<file path="src/rtl/iter_divider.sv">
// iter_divider: multi-cycle radix-2 restoring divider answering the EX-stage
// divide handshake. Returns {remainder, quotient} after 33 clocks.
// Optional macro DIV_ZERO_FAST_EN: a zero divisor seen in IDLE completes on
// the next edge with {operand1, all-ones} instead of iterating.
module iter_divider #(
  parameter int WIDTH = 32
) (
  input  logic               clock,
  input  logic               reset,
  input  logic               start,
  input  logic               flag_unsigned,
  input  logic [WIDTH-1:0]   operand1,
  input  logic [WIDTH-1:0]   operand2,
  output logic [2*WIDTH-1:0] result,
  output logic               done
);

  localparam int CW = $clog2(WIDTH + 1);

  typedef enum logic [1:0] {
    IDLE = 2'd0,
    BUSY = 2'd1,
    DONE = 2'd2
  } state_t;

  state_t             state_q,  state_d;
  logic [CW-1:0]      count_q,  count_d;
  logic [WIDTH-1:0]   rem_q,    rem_d;
  logic [WIDTH-1:0]   quo_q,    quo_d;
  logic [WIDTH-1:0]   div_q,    div_d;
  logic [WIDTH-1:0]   op1_q,    op1_d;
  logic [WIDTH-1:0]   op2_q,    op2_d;
  logic               uns_q,    uns_d;
  logic [2*WIDTH-1:0] result_q, result_d;
  logic               done_q,   done_d;

  logic               fast_zero;
  logic [WIDTH-1:0]   op1_abs;
  logic [WIDTH-1:0]   op2_abs;
  logic [WIDTH:0]     shifted;
  logic [WIDTH+1:0]   trial;
  logic               borrow;
  logic               q_neg;
  logic               r_neg;
  logic [WIDTH-1:0]   quo_fixed;
  logic [WIDTH-1:0]   rem_fixed;
  logic               same_request;

`ifdef DIV_ZERO_FAST_EN
  assign fast_zero = (operand2 == '0);
`else
  assign fast_zero = 1'b0;
`endif

  // Datapath: operand magnitudes, one restoring step, and the final sign fix
  always_comb begin
    op1_abs   = (!flag_unsigned && operand1[WIDTH-1]) ? (~operand1 + 1'b1) : operand1;
    op2_abs   = (!flag_unsigned && operand2[WIDTH-1]) ? (~operand2 + 1'b1) : operand2;
    shifted   = {rem_q, quo_q[WIDTH-1]};
    trial     = {1'b0, shifted} - {2'b00, div_q};
    borrow    = trial[WIDTH+1];
    q_neg     = !uns_q && (op1_q[WIDTH-1] ^ op2_q[WIDTH-1]);
    r_neg     = !uns_q && op1_q[WIDTH-1];
    quo_fixed = q_neg ? (~quo_q + 1'b1) : quo_q;
    rem_fixed = r_neg ? (~rem_q + 1'b1) : rem_q;
    same_request = start && (operand1 == op1_q) && (operand2 == op2_q) &&
                   (flag_unsigned == uns_q);
  end

  // Next-state logic for the IDLE/BUSY/DONE handshake and the iteration registers
  always_comb begin
    state_d  = state_q;
    count_d  = count_q;
    rem_d    = rem_q;
    quo_d    = quo_q;
    div_d    = div_q;
    op1_d    = op1_q;
    op2_d    = op2_q;
    uns_d    = uns_q;
    result_d = result_q;
    case (state_q)
      IDLE: begin
        if (start) begin
          op1_d = operand1;
          op2_d = operand2;
          uns_d = flag_unsigned;
          if (fast_zero) begin
            result_d = {operand1, {WIDTH{1'b1}}};
            state_d  = DONE;
          end else begin
            rem_d   = '0;
            quo_d   = op1_abs;
            div_d   = op2_abs;
            count_d = CW'(WIDTH);
            state_d = BUSY;
          end
        end
      end
      BUSY: begin
        if (!start) begin
          state_d = IDLE;
        end else if (count_q != '0) begin
          rem_d   = borrow ? shifted[WIDTH-1:0] : trial[WIDTH-1:0];
          quo_d   = {quo_q[WIDTH-2:0], ~borrow};
          count_d = count_q - CW'(1);
        end else begin
          result_d = {rem_fixed, quo_fixed};
          state_d  = DONE;
        end
      end
      DONE: begin
        if (!same_request) begin
          state_d = IDLE;
        end
      end
      default: state_d = IDLE;
    endcase
    done_d = (state_d == DONE);
  end

  // State and datapath registers with synchronous reset
  always_ff @(posedge clock) begin
    if (reset) begin
      state_q  <= IDLE;
      count_q  <= '0;
      rem_q    <= '0;
      quo_q    <= '0;
      div_q    <= '0;
      op1_q    <= '0;
      op2_q    <= '0;
      uns_q    <= 1'b0;
      result_q <= '0;
      done_q   <= 1'b0;
    end else begin
      state_q  <= state_d;
      count_q  <= count_d;
      rem_q    <= rem_d;
      quo_q    <= quo_d;
      div_q    <= div_d;
      op1_q    <= op1_d;
      op2_q    <= op2_d;
      uns_q    <= uns_d;
      result_q <= result_d;
      done_q   <= done_d;
    end
  end

  assign result = result_q;
  assign done   = done_q;

endmodule

</file>
<file path="config.mk">
export PLATFORM = sky130hd
export DESIGN_NAME = iter_divider
export DESIGN_NICKNAME = d
export VERILOG_FILES = /design/src/rtl/iter_divider.sv
export SDC_FILE = /design/constraint.sdc
export NUM_CORES = 1
export LEC_CHECK = 0
export CORE_UTILIZATION = 55
export CTS_CLUSTER_DIAMETER = 80
export CTS_CLUSTER_SIZE = 12
export DETAILED_ROUTE_END_ITERATION = 10
export MAX_ROUTING_LAYER = met4
export PLACE_DENSITY = 0.77
export SKIP_CTS_REPAIR_TIMING = 1
export SLEW_MARGIN = 25
export SYNTH_ARGS = -nofsm -noshare
export SYNTH_HDL_FRONTEND = slang
export SYNTH_SLANG_ARGS = --single-unit
</file>
<file path="constraint.sdc">
create_clock -name clock -period 3.5 [get_ports clock]
set_clock_uncertainty 0.05 [all_clocks]
set_input_delay 0.7 -clock clock [delete_from_list [all_inputs] [get_ports clock]]
set_output_delay 0.7 -clock clock [all_outputs]
set_load 0.01 [all_outputs]
</file>
==> impl_results.md <==
* Synth cell count leaders: nand2_1, dfxtp_1, a21oi_1
* Seq pwr share at 0.400
* Pre-CTS WS at -0.02515 ns
* Slew @ Worst Pin at 0.6913 ns
* Placed cell areas at 15460 sq um
* Pre-Repair DR Iteration Count at 5
* Core box area at 24250 sq um
* Share of layout cells above drive strength 1 at 0.07197
* VDD IR-drop max at 0.4077 mV
* Syn-to-layout area delta at 18.28%
* Gr usage total at 0.2949
* CP required at 3.87 ns
* Pins over their slew limit at 0
* CTS buffer count at 23
* Part of the cycle the worst path needs at 0.9248
* Post-synthesis cell count at 1749
* Standard-cell rows at 57
* Synth cell types at 72
* Sequential cell area fraction in the yosys report at 0.3433
* Grt total ovfl at 0
* Worst Path Arrival at 3.61 ns
* Synth Cell Area at 13590 sq um
* Switching share of power at 0.3562
* Synth warn at 0
* Via density at 5.842
* Nets at 1967
* Drt initial violations at 1094
* Starting Density at 0.5603
* Final Util at 0.6627
* Final GP Congestion at 0.9266
* Worst-Skew Late Latency at 0.52 ns
* Area leader, netlist: dfxtp_1
* Lkg Pwr at 5.973 nW
* Crit path max fanout at 26
* # setup viols final at 0
* Die width at 159.2 microns
* Hold Crit Class: flop to flop
* Routed Antenna Nets at 0
* Combinational share of power at 0.343
* Max-Slew Margin vs Limit at 0.5378
* F_max at 308.9 MHz
* Largest net degree at the start of global routing at 116
* Die H at 159.2 microns
* I/O pin total at 133
* Synth top area share at 0.3433
* Final count of hold timing violations at 0
* DRC errors left at 0
* H-tree levels at 1
* Main synth FF type: dfxtp_1
* Pwr dens at 528.6 nW/um^2
* Startpoint types: flop
* Post-synth ARST share at 0
* Clock root buffer: clkbuf_16
* Largest cells by area after synthesis: dfxtp_1, nand2_1, xor2_1
* Vias at 12770
* Syn Nets at 1855
* Worst-case clock buffer depth at 3
* Worst Hold Slack at 0.4012 ns
* Initial antenna violation count at 0
* Setup TNS at 0 ns
* Vias in the first global route at 11440
* Fin crit period at 3.237 ns
* Post-synth EDFFs at 0
* P_int at 5.469 mW
* Number of port buffers at 132
* Post-route cell area at 16070 sq um
* Most frequent cell after synthesis: nand2_1
* Die Area at 25330 sq um
* Routed WL per cell at 16.97 microns
* Setup CP Type: flop to flop
* First-pass GRT wire length at 59680 microns
* Worst-path clk slew at 0.07 ns
* Max Cap Viol at 0
* Final worst slack at 0.2632 ns
* Synthesis-stage register bit count at 233
* Outcome: complete, no violations
* CTS tree: yes
* Clock power share at 0.256
* Diode count at 0
* Crit end category: flop
* Avg Cell Area, Syn at 7.768 sq um
* RSZ-0062 raised after global routing: false
* DP HPWL at 28020 microns
* Net switching power at 3.026 mW
* Final Routed Wirelength at 37090 microns
* Clock Sinks at 233
metrics by stage:
stage,cells,power (mW)
6_report,2186,8.495
3_3_place_gp,2160,6.252
2_1_floorplan,1749,5.351
3_5_place_dp,2160,6.327
4_1_cts,2186,8.491
5_1_grt,2186,8.970
layout by cell type (no fill, tap or decap), drive strengths merged, types with 27 or more instances in the layout:
cell type      count
xor2             103
xnor2            100
nand3             55
clkdlybuf4s50    131
buf               80
nor3              27
a211oi            84
dfxtp            233
ha                37
o31ai             32
a21oi            167
nand2            247
inv               51
o21ai             75
nor2             166
cell families (layout without fill, tap and decap cells):
kind of cell / after synthesis / after routing / synth area share
XOR/XNOR: 203 / 203 / 0.1309
buffers and inverters: 174 / 287 / 0.05461
adder cells (fa/ha/maj): 38 / 38 / 0.03555
AO/OA/AOI/OAI: 464 / 464 / 0.2176
AND/OR/NAND/NOR: 631 / 631 / 0.2136
multiplexers: 6 / 6 / 0.004421
flip-flops: 233 / 233 / 0.3433
path summary, 6_finish.rpt:
check | start | endpoint | slack, ns | cells after the start
setup / recovery | rem_q[20] | rem_q[13] | 0.26 | 10
hold / removal | div_q[22] | div_q[22] | 0.40 | 2
setup reg to reg | rem_q[20] | rem_q[13] | 0.26 | 10
hold reg to reg | div_q[22] | div_q[22] | 0.40 | 2
power by group through the flow:
| stage | Clock (mW) | Sequential (mW) | Combinational, mW |
|---|---|---|---|
| after CTS | 2.20 | 3.39 | 2.90 |
| after global routing | 2.30 | 3.45 | 3.23 |
| after detailed placement | 0 | 3.44 | 2.88 |
| final | 2.18 | 3.40 | 2.91 |
| after global placement | 0 | 3.42 | 2.83 |
| after floorplan | 0 | 3.38 | 1.97 |
state kept, by name (all words and copies together), names as in the netlist:
register  count
count_q       6
div_q        32
done          1
op1_q        32
op2_q        31
quo_q        32
rem_q        32
result       64
state_q       2
uns_q         1
worst max-delay path, cell delays in order (launching register included):
cell,delay [ns]
dfxtp_1,0.49
ha_1,0.35
and4_1,0.21
nand2_1,0.12
nor3_1,0.06
a2111oi_0,0.51
o31ai_2,0.27
a2111oi_2,0.53
buf_12,0.23
nand2_1,0.07
a32o_1,0.24
routing by layer:
metal,vias up,routed length [microns],track usage
met5,-,0,-
met4,0,947,0.08435
met3,50,2458,0.02631
met2,443,15850,0.4362
met1,5886,17830,0.4270
li1,6391,-,-
layout make-up:
cell class | instances | area [sq um]
well taps | 324 | 405.4
inverters | 50 | 187.7
clock inverters | 2 | 16.27
multi-input cells | 1342 | 8215
flip-flops and latches | 233 | 4664
clock buffers | 24 | 589.3
fillers | 2145 | 8179
repair buffers | 211 | 1991
Note: power is estimated with default switching activity, not from simulation.
